**config.mk**
```make
export PLATFORM = sky130hd
export DESIGN_NAME = flow_table_arbiter
export DESIGN_NICKNAME = d
export VERILOG_FILES = /design/src/rtl/flow_table_arbiter_pkg.sv /design/src/rtl/arb_rd_tag_pipe.sv /design/src/rtl/flow_table_arbiter.sv
export SDC_FILE = /design/constraint.sdc
export NUM_CORES = 1
export LEC_CHECK = 0
export CORE_MARGIN = 4
export CORE_UTILIZATION = 38
export CTS_BUF_LIST = sky130_fd_sc_hd__clkbuf_16
export DETAILED_ROUTE_END_ITERATION = 8
export PLACE_DENSITY = 0.77
export SYNTH_ARGS = -nofsm -noshare
export SYNTH_HDL_FRONTEND = slang
export SYNTH_HIERARCHICAL = 1
export SYNTH_SLANG_ARGS = --single-unit
```
**constraint.sdc**
```tcl
create_clock -name clk -period 11 [get_ports clk]
set_clock_uncertainty 0.05 [all_clocks]
set_input_delay 2.2 -clock clk [delete_from_list [all_inputs] [get_ports clk]]
set_output_delay 2.2 -clock clk [all_outputs]
set_load 0.02 [all_outputs]
```
**src/rtl/flow_table_arbiter_pkg.sv**
```systemverilog
// Shared widths, owner tag encodings and the in-flight read tag type
// used by flow_table_arbiter and its read tag pipeline.
package flow_table_arbiter_pkg;

  localparam int OF_FLOW_TABLE_ADDR_WIDTH  = 10;
  localparam int OF_FLOW_TABLE_ENTRY_WIDTH = 64;

  typedef enum logic {
    OF_ARB_OWNER_LKUP = 1'b0,
    OF_ARB_OWNER_SW   = 1'b1
  } arb_owner_e;

  typedef struct packed {
    logic       vld;
    arb_owner_e owner;
  } arb_tag_t;

endpackage

```
**src/rtl/arb_rd_tag_pipe.sv**
```systemverilog
// Fixed-depth shift register of {valid, owner} tags that tracks which
// requester owns each read command while it is in flight in the SRAM.
module arb_rd_tag_pipe
  import flow_table_arbiter_pkg::*;
#(
  parameter int DEPTH = 3
) (
  input  logic     clk,
  input  logic     reset,
  input  arb_tag_t tag_i,
  output arb_tag_t tag_o
);

  arb_tag_t [DEPTH-1:0] stage_q;
  arb_tag_t [DEPTH-1:0] stage_d;

  assign stage_d = {stage_q[DEPTH-2:0], tag_i};
  assign tag_o   = stage_q[DEPTH-1];

  always_ff @(posedge clk or posedge reset) begin
    if (reset) begin
      stage_q <= '0;
    end else begin
      stage_q <= stage_d;
    end
  end

endmodule

```
**src/rtl/flow_table_arbiter.sv**
```systemverilog
// Shares one single-port flow-table SRAM between the lookup and software paths.
// Build option FLOW_TABLE_ARB_FAIRNESS_EN: bounds software starvation; otherwise lookup has strict priority.
module flow_table_arbiter
  import flow_table_arbiter_pkg::*;
#(
  parameter int ADDR_WIDTH  = OF_FLOW_TABLE_ADDR_WIDTH,
  parameter int ENTRY_WIDTH = OF_FLOW_TABLE_ENTRY_WIDTH,
  parameter int RD_LATENCY  = 2,
  parameter int MAX_STREAK  = 8
) (
  input  logic                   clk,
  input  logic                   reset,
  input  logic                   lkup_req,
  input  logic [ADDR_WIDTH-1:0]  lkup_addr,
  output logic                   lkup_gnt,
  output logic [ENTRY_WIDTH-1:0] lkup_rd_data,
  output logic                   lkup_rd_vld,
  input  logic                   sw_req,
  input  logic                   sw_rd_wr_L,
  input  logic [ADDR_WIDTH-1:0]  sw_addr,
  input  logic [ENTRY_WIDTH-1:0] sw_wr_data,
  output logic                   sw_gnt,
  output logic [ENTRY_WIDTH-1:0] sw_rd_data,
  output logic                   sw_rd_vld,
  output logic                   mem_en,
  output logic                   mem_we,
  output logic [ADDR_WIDTH-1:0]  mem_addr,
  output logic [ENTRY_WIDTH-1:0] mem_wr_data,
  input  logic [ENTRY_WIDTH-1:0] mem_rd_data
);

  localparam int TAG_DEPTH = RD_LATENCY + 1;

  if (RD_LATENCY < 1 || RD_LATENCY > 8) begin : g_bad_rd_latency
    $error("flow_table_arbiter: RD_LATENCY must be within 1..8");
  end
  if (MAX_STREAK < 1 || MAX_STREAK > 255) begin : g_bad_max_streak
    $error("flow_table_arbiter: MAX_STREAK must be within 1..255");
  end

  logic sw_turn;

`ifdef FLOW_TABLE_ARB_FAIRNESS_EN
  localparam int STREAK_W = $clog2(MAX_STREAK + 1);

  logic [STREAK_W-1:0] streak_q;
  logic [STREAK_W-1:0] streak_d;

  assign sw_turn = (streak_q == STREAK_W'(MAX_STREAK));

  // Counts lookup wins while software waits; any idle-software cycle forgives the debt.
  always_comb begin
    streak_d = streak_q;
    if (!sw_req || sw_gnt) begin
      streak_d = '0;
    end else if (lkup_gnt && (streak_q != STREAK_W'(MAX_STREAK))) begin
      streak_d = streak_q + 1'b1;
    end
  end

  always_ff @(posedge clk or posedge reset) begin
    if (reset) begin
      streak_q <= '0;
    end else begin
      streak_q <= streak_d;
    end
  end
`else
  assign sw_turn = 1'b0;
`endif

  always_comb begin
    lkup_gnt = 1'b0;
    sw_gnt   = 1'b0;
    if (!reset) begin
      if (lkup_req && !(sw_req && sw_turn)) begin
        lkup_gnt = 1'b1;
      end else if (sw_req) begin
        sw_gnt = 1'b1;
      end
    end
  end

  logic                   mem_en_q,      mem_en_d;
  logic                   mem_we_q,      mem_we_d;
  logic [ADDR_WIDTH-1:0]  mem_addr_q,    mem_addr_d;
  logic [ENTRY_WIDTH-1:0] mem_wr_data_q, mem_wr_data_d;

  // Address and write data hold their last value while idle to avoid needless toggling.
  always_comb begin
    mem_en_d      = lkup_gnt | sw_gnt;
    mem_we_d      = sw_gnt & ~sw_rd_wr_L;
    mem_addr_d    = mem_addr_q;
    mem_wr_data_d = mem_wr_data_q;
    if (lkup_gnt) begin
      mem_addr_d = lkup_addr;
    end else if (sw_gnt) begin
      mem_addr_d    = sw_addr;
      mem_wr_data_d = sw_wr_data;
    end
  end

  arb_tag_t tag_in;
  arb_tag_t tag_out;

  always_comb begin
    tag_in.vld   = lkup_gnt | (sw_gnt & sw_rd_wr_L);
    tag_in.owner = sw_gnt ? OF_ARB_OWNER_SW : OF_ARB_OWNER_LKUP;
  end

  arb_rd_tag_pipe #(
    .DEPTH (TAG_DEPTH)
  ) u_tag_pipe (
    .clk   (clk),
    .reset (reset),
    .tag_i (tag_in),
    .tag_o (tag_out)
  );

  logic                   lkup_rd_vld_q,  lkup_rd_vld_d;
  logic [ENTRY_WIDTH-1:0] lkup_rd_data_q, lkup_rd_data_d;
  logic                   sw_rd_vld_q,    sw_rd_vld_d;
  logic [ENTRY_WIDTH-1:0] sw_rd_data_q,   sw_rd_data_d;

  always_comb begin
    lkup_rd_vld_d  = tag_out.vld && (tag_out.owner == OF_ARB_OWNER_LKUP);
    sw_rd_vld_d    = tag_out.vld && (tag_out.owner == OF_ARB_OWNER_SW);
    lkup_rd_data_d = lkup_rd_vld_d ? mem_rd_data : lkup_rd_data_q;
    sw_rd_data_d   = sw_rd_vld_d   ? mem_rd_data : sw_rd_data_q;
  end

  always_ff @(posedge clk or posedge reset) begin
    if (reset) begin
      mem_en_q       <= 1'b0;
      mem_we_q       <= 1'b0;
      mem_addr_q     <= '0;
      mem_wr_data_q  <= '0;
      lkup_rd_vld_q  <= 1'b0;
      lkup_rd_data_q <= '0;
      sw_rd_vld_q    <= 1'b0;
      sw_rd_data_q   <= '0;
    end else begin
      mem_en_q       <= mem_en_d;
      mem_we_q       <= mem_we_d;
      mem_addr_q     <= mem_addr_d;
      mem_wr_data_q  <= mem_wr_data_d;
      lkup_rd_vld_q  <= lkup_rd_vld_d;
      lkup_rd_data_q <= lkup_rd_data_d;
      sw_rd_vld_q    <= sw_rd_vld_d;
      sw_rd_data_q   <= sw_rd_data_d;
    end
  end

  assign mem_en       = mem_en_q;
  assign mem_we       = mem_we_q;
  assign mem_addr     = mem_addr_q;
  assign mem_wr_data  = mem_wr_data_q;
  assign lkup_rd_vld  = lkup_rd_vld_q;
  assign lkup_rd_data = lkup_rd_data_q;
  assign sw_rd_vld    = sw_rd_vld_q;
  assign sw_rd_data   = sw_rd_data_q;

  a_gnt_onehot : assert property (@(posedge clk) disable iff (reset) !(lkup_gnt && sw_gnt));

endmodule

```
Word-level counts from Yosys, hierarchy flattened:

Cells that the tools add are included.

* register bits: 212
* input port bits: 153
* output and inout port bits: 208
* word-level logic and storage cells: 33

* multiplexer cells: 8
* bitwise operators: 7
* reduce and logical (&&, ||, !) cells: 4

Operators with widths (number)
* 10-bit 2-to-1 mux: 2
* 1-bit 2-to-1 mux: 6
* 1-bit NOT: 3
* 1-bit bitwise AND: 2
* 1-bit logical AND: 2
* 1-bit bitwise OR: 2
* 2-bit AND reduction: 1
* 2-bit nonzero test: 1

Depth between registers and ports, before layout:

Gate-level depths: netlist (run 1).

* word-level depth: 5
* gate-level depth with buffers: 5
* gate-level depth less buffers: 3

Cells and area by module:

The synthesis (run 1) kept the hierarchy.

Modules (own cells, without submodules)
* flow_table_arbiter: times used 1, cells each 467, area an instance 7956.4 um^2, sequential area each 5154.9 um^2
* arb_rd_tag_pipe: times used 1, cells each 7, area an instance 153.9 um^2, sequential area each 150.1 um^2

Worst setup path before layout (run 1):

No wires, ideal clock.

* kind: input port to flip-flop
* start: in reset
* end: reg mem_addr_q[0], in the netlist mem_addr[0]
* library setup time: 0.097 ns
* arrival: 9.165 ns
* setup slack: 1.688 ns
* cell stages on the path: 4
* cells stage by stage: inv_1 -> clkbuf_1 -> o22ai_1 -> nor2_1

* word-level cells in the longest chain between the ends: 2
* elaborated cells between the ends (all ways): 4
* those cells by class: mux (3); reduce/logical (1)

Ends and longest elaborated chain
* start: declaration: line flow_table_arbiter.sv:12 `input logic reset,`
* 1-bit 2-to-1 mux: line flow_table_arbiter.sv:75 `if (!reset) begin`
* 10-bit 2-to-1 mux / 2-bit nonzero test (equally long branches)
* end signal: assignment: line flow_table_arbiter.sv:145 `mem_addr_q <= mem_addr_d;`
* end: declaration: line flow_table_arbiter.sv:86 `logic [ADDR_WIDTH-1:0] mem_addr_q, mem_addr_d;`

Parallel ways exist; a longest one is shown, timed or not.
A chain may end at the register's enable or synchronous reset.

Worst setup path in the final report (run 1):

* start: in lkup_req
* end: out lkup_gnt

* word-level cells in the longest chain between the ends: 2

Ends and longest elaborated chain
* start: declaration: line flow_table_arbiter.sv:13 `input logic lkup_req,`
* 1-bit 2-to-1 mux: line flow_table_arbiter.sv:76 `if (lkup_req && !(sw_req && sw_turn)) begin`
* 1-bit 2-to-1 mux: line flow_table_arbiter.sv:75
* end: declaration: line flow_table_arbiter.sv:15 `output logic lkup_gnt,`

No other way between the ends.

==> results of run 1 <==
==> per-stage QoR <==
step	power [mW]	instance area, sq um	std cells	hold WS (ns)
final	2.505	12610	1126	0.2973
after global routing	2.620	12610	1126	0.2954
after CTS	2.541	12610	1126	0.2926
after detailed placement	1.809	11920	1087	0.2863
after global placement	1.796	11920	1087	0.2818
after floorplan	1.389	8110	474	0.2812
==> synth_stat cells, drive strengths merged <==
| cell | instances |
|---|---|
| a21oi | 1 |
| and2 | 1 |
| buf | 22 |
| clkbuf | 4 |
| dfrtp | 212 |
| inv | 4 |
| mux2 | 192 |
| nand2 | 1 |
| nand2b | 2 |
| nor2 | 12 |
| nor2b | 1 |
| nor3 | 1 |
| o22ai | 10 |
| o32ai | 10 |
| or2 | 1 |
==> layer usage <==
layer | routed length, um | global-route usage, %
met5 | 0 | 0
met3 | 2035 | 6.333
met4 | 632 | 5.845
met2 | 9822 | 27.48
met1 | 8263 | 20.62
==> registers in the layout, summed over array words and instances (netlist names) <==
signal              flops
lkup_rd_vld             1
u_tag_pipe/tag_o        2
mem_addr               10
mem_en                  1
lkup_rd_data           64
sw_rd_data             64
u_tag_pipe/stage_d      4
mem_wr_data            64
sw_rd_vld               1
mem_we                  1
==> logic make-up (layout without fill, tap and decap cells) <==
kind of cell    after synthesis  in the layout
flops                       212            212
compound gates               21             21
mux                         192            192
buf+inv                      30            407
simple gates                 19             19
==> critical path, delay by kind of cell <==
kind	cells	cell delay [ns]
buffers and inverters	3	1.58
AND/OR/NAND/NOR	1	0.39
==> worst max path at each step <==
stage,endpoint,slack (ns),startpoint,cells past startpoint
5_1_grt,lkup_gnt,4.47,lkup_req,4
6_report,lkup_gnt,4.57,lkup_req,4
3_5_place_dp,lkup_gnt,4.59,lkup_req,4
2_1_floorplan,lkup_rd_data[0],0.40,reset,2
4_1_cts,lkup_gnt,4.58,lkup_req,4
3_3_place_gp,lkup_gnt,4.65,lkup_req,4
==> where the power goes <==
group	total, mW	internal (mW)	switching [mW]
clock	0.717	0.423	0.295
sequential	1.01	0.930	0.0799
combinational	0.778	0.429	0.349
total	2.50	1.78	0.723
==> layout make-up <==
class	count	area share, %
inverters	4	0.1786
clock buffers	23	4.564
clock inverters	16	0.9426
multi-input cells	232	20.71
repair buffers	364	28.81
well taps	275	2.728
flip-flops and latches	212	42.07
==> results_dict.tcl, run 1 <==
set metrics [dict create \
    synth_area_sq_um 8110 \
    hold_buffers 0 \
    wl_um 20750 \
    clock_latency_ns 0.48 \
    place_ws_ns 4.593 \
    cts_resized 0 \
    synth.largest_area_cell "dfrtp_1" \
    cts_sinks 212 \
    drt_pass1_iterations 4 \
    min_path_type "flip-flop to flip-flop" \
    drt_iter0_drc 174 \
    crit_path_end_kind "primary output" \
    peakVddDrop_mv 0.1161 \
    path_cells "clkdlybuf4s50_1 > nand2b_1 > inv_1 > clkdlybuf4s50_1" \
    muxShareOfSynthArea_pct 28.93 \
    tightest_slew_ns 1.087 \
    synth-xor-area-share_pct 0 \
    gp_congestion 0.7952 \
    ios 361 \
    ys_warn_count 6 \
    drtAntennaViolNets 0 \
    dp_hpwl_um 14810 \
    start_util_pct 38.58 \
    drc 0 \
    area_delta_synth_final_pct 55.49 \
    r2r_cells 3 \
    critPathRequiredTime_ns 8.75 \
    synth.avg_cell_area_sq_um 17.11 \
    r2r_slack_ns 8.72 \
    antenna_found_initial 0 \
    crit_fanout 15 \
    hold_depth 0 \
    r2r-end "lkup_rd_data[54]" \
    synth_seq_area_share_pct 65.41 \
    register_area_sq_um 5305 \
    rsz0062_at_grt "no" \
    status "completed" \
    dieArea_sq_um 23740 \
    powerDensity_nw_per_um2 198.6 \
    tritoncts "done" \
    hold_viol 0 \
    die_h_um 154.1 \
    slew-limit-headroom_pct 27.53 \
    cap_violations 0 \
    synth_top_family_by_area "multiplexers" \
    fillers 1616 \
    clock_tree.buffer_depth 3 \
    timing.fmax_mhz 155.5 \
    worstPathArrival_ns 4.18 \
    drive_gt1_share_pct 27.03 \
    slowest_delay_ns 0.83 \
    worst_path_most_repeated_cell "clkdlybuf4s50_1" \
    synth_seq_cells 212 \
    grt_max_degree 141 \
    grt_pass1_wl_um 32340 \
    multi_input_area_sq_um 2611 \
    die_x_um 154.1 \
    finalCriticalPeriod_ns 6.431 \
    via_per_inst 4.723 \
    whs_endpoint "u_tag_pipe/tag_o[0]" \
    syn_nets 627 \
    fin_nets 989 \
    synth-simple-area-share_pct 1.172 \
    synth_top_area_share_pct 65.41 \
    cp-start-kind "primary input" \
    wl_per_cell_um 18.43 \
    total_leakage_power_nw 5.300 \
    clkSlewWorstSetupHoldPaths_ns 0.06 \
    synth_compound_area_share_pct 1.913 \
    grt_overflow_total 0 \
    cts-htree-levels 1 \
    fin_ws_ns 4.569 \
    slew_violations 0 \
    critPathKind "primary input to primary output" \
    synthCells 474 \
    setup_tns_ns 0 \
    rows 53 \
    layout_common_cells "clkdlybuf4s50_1, dfrtp_1, mux2_2, mux2_4, clkbuf_16" \
    post-cts-setup-buffer-count 0 \
    via_count 5318 \
    hold_start "u_tag_pipe/stage_d[4]" \
    critPathSlowestCell "clkdlybuf4s50_1" \
    setup_violations 0 \
    grt_pass1_vias 5753 \
    cts_made_buffers 22 \
    synth.area.top_cells "dfrtp_1, mux2_2, mux2_4, o32ai_1, buf_8" \
    finalCritPeriodShare_pct 58.46 \
    grt.total_usage_pct 16.84 \
    final_core_util_pct 59.99 \
    mostFrequentLayoutCell "clkdlybuf4s50_1" \
    r2r-start "u_tag_pipe/tag_o[0]" \
    insertedDiodeCount 0 \
    port_buffers 360 \
    yosys.cell_types.count 21 \
    synthAdderAreaFrac_pct 0 \
    core_sq_um 21020 \
    ctsRootBufferMaster "clkbuf_16" \
]
No activity file was read; power rests on OpenSTA's default activity.
==> run 2, diff against run 1 <==
--- a/config.mk
+++ b/config.mk
@@ -6,7 +6,7 @@
 export NUM_CORES = 1
 export LEC_CHECK = 0
 export CORE_MARGIN = 4
-export CORE_UTILIZATION = 38
+export CORE_UTILIZATION = 40
 export CTS_BUF_LIST = sky130_fd_sc_hd__clkbuf_16
 export DETAILED_ROUTE_END_ITERATION = 8
 export PLACE_DENSITY = 0.77
==> constraint.sdc (replaced) <==
create_clock -name clk -period 6.7 [get_ports clk]
set_clock_uncertainty 0.05 [all_clocks]
set_input_delay 1.34 -clock clk [delete_from_list [all_inputs] [get_ports clk]]
set_output_delay 1.34 -clock clk [all_outputs]
set_load 0.02 [all_outputs]
==> run 2 against run 1 <==
Core utilization up 4.5 points; worst setup slack got worse by 2.7 ns; register-to-register slack lost 3.9 ns; die area fell by 4.7%; largest cell class unchanged; non-clock buffer count rose by 2; clock power rose by 87%; combinational power up 65%; critical endpoint is now sw_gnt.
==> results_dict.tcl, run 2 (synthesis results as in run 1) <==
set metrics [dict create \
    fillers 1477 \
    finalCritPeriodShare_pct 71.55 \
    setup_tns_ns 0 \
    status "completed" \
    cp-startpoint "reset" \
    setup_violations 0 \
    start_util_pct 41.13 \
    cts-htree-levels 1 \
    fin_nets 992 \
    drt_pass1_iterations 4 \
    wl_per_cell_um 18.71 \
    layout_common_cells "clkdlybuf4s50_1, dfrtp_1, mux2_2, mux2_4, clkbuf_16" \
    crit_path_end_kind "primary output" \
    post-cts-setup-buffer-count 0 \
    multi_input_area_sq_um 2611 \
    r2r-end "lkup_rd_data[32]" \
    peakVddDrop_mv 0.2369 \
    dieArea_sq_um 22620 \
    drc 0 \
    die_h_um 150.4 \
    wl_um 20940 \
    worstPathArrival_ns 3.40 \
    cap_violations 0 \
    worst-path-stages 5 \
    endpoint "sw_gnt" \
    slowest_delay_ns 0.70 \
    mostFrequentLayoutCell "clkdlybuf4s50_1" \
    min_path_type "flip-flop to flip-flop" \
    cts_resized 0 \
    rsz0062_at_grt "no" \
    drive_gt1_share_pct 27.75 \
    area_delta_synth_final_pct 56.85 \
    finalPower_mw 4.281 \
    grt_max_degree 134 \
    r2r-start "u_tag_pipe/tag_o[0]" \
    critPathKind "primary input to primary output" \
    grt_overflow_total 0 \
    critPathSlowestCell "clkdlybuf4s50_1" \
    powerDensity_nw_per_um2 336.5 \
    gp_congestion 0.7507 \
    via_per_inst 4.761 \
    crit_fanout 31 \
    antenna_found_initial 0 \
    insertedDiodeCount 0 \
    critPathRequiredTime_ns 5.31 \
    rows 51 \
    r2r_slack_ns 4.85 \
    place_ws_ns 1.926 \
    fin_ws_ns 1.906 \
    clock_latency_ns 0.49 \
    hold_buffers 0 \
    register_area_sq_um 5305 \
    core_sq_um 19720 \
    drtAntennaViolNets 0 \
    hold_start "u_tag_pipe/stage_d[5]" \
    slew_violations 0 \
    cts_sinks 212 \
    critPathTopFamily "buffers and inverters" \
    cts_made_buffers 23 \
    tightest_slew_ns 0.9178 \
    clkSlewWorstSetupHoldPaths_ns 0.06 \
    ios 361 \
    port_buffers 360 \
    worst_path_most_repeated_cell "clkdlybuf4s50_1" \
    critical_path_buf_inv_count 3 \
    slew-limit-headroom_pct 38.81 \
    via_count 5328 \
    grt_pass1_wl_um 32010 \
    timing.fmax_mhz 208.6 \
    drt_iter0_drc 143 \
    cp-start-kind "primary input" \
    grt_pass1_vias 5864 \
    die_x_um 150.4 \
    total_leakage_power_nw 5.353 \
    finalCriticalPeriod_ns 4.794 \
    hold_viol 0 \
    ctsRootBufferMaster "clkbuf_16" \
    hold_ws_ns 0.3009 \
    clock_tree.buffer_depth 3 \
    tritoncts "done" \
    grt.total_usage_pct 17.80 \
    r2r_cells 3 \
    dp_hpwl_um 14920 \
    path_cells "clkdlybuf4s50_1 > nand2b_4 > nor2_4 > buf_4 > clkdlybuf4s50_1" \
]
[run 2: cell types whose count changed in the layout (fill, tap and decap cells not counted)]
cell        delta
buf_4          +2
bufinv_16      +4
clkinv_2       +2
clkinvlp_4     -1
inv_1          -4
[run 2: layer usage]
metal,vias to the layer above,part of all wire (%),global-route usage [%]
met2,257,50,31.15
met4,0,2.2,4.849
met3,34,11,6.502
met1,2624,37,20.59
met5,-,0,0
li1,2413,-,-
[run 2: how the worst min path moves through the flow]
stage / to / slack (ns) / cells after the start
2_1_floorplan: u_tag_pipe/stage_d[4] / 0.28 / 0
3_3_place_gp: u_tag_pipe/tag_o[0] / 0.28 / 0
3_5_place_dp: u_tag_pipe/tag_o[1] / 0.29 / 0
4_1_cts: u_tag_pipe/tag_o[1] / 0.30 / 0
5_1_grt: u_tag_pipe/tag_o[0] / 0.31 / 0
6_report: u_tag_pipe/tag_o[1] / 0.30 / 0
[run 2: final cells by class]
type,count,share of cell area [%]
flip-flops and latches,212,41.70
repair buffers,366,28.68
multi-input cells,232,20.53
clock buffers,23,4.524
well taps,265,2.606
clock inverters,17,1.780
inverters,4,0.1770
[run 2: power breakdown]
group	internal [mW]	switching, mW	total (mW)
registers	1.53	0.130	1.66
logic	0.705	0.575	1.28
clock network	0.851	0.493	1.34
[run 2: per-stage QoR]
stage          instances  instance area (sq um)  util (%)
3_5_place_dp        1079                  11920     60.45
5_1_grt             1119                  12720     64.52
6_report            1119                  12720     64.52
3_3_place_gp        1079                  11920     60.45
2_1_floorplan        474                   8112         -
4_1_cts             1119                  12720     64.52
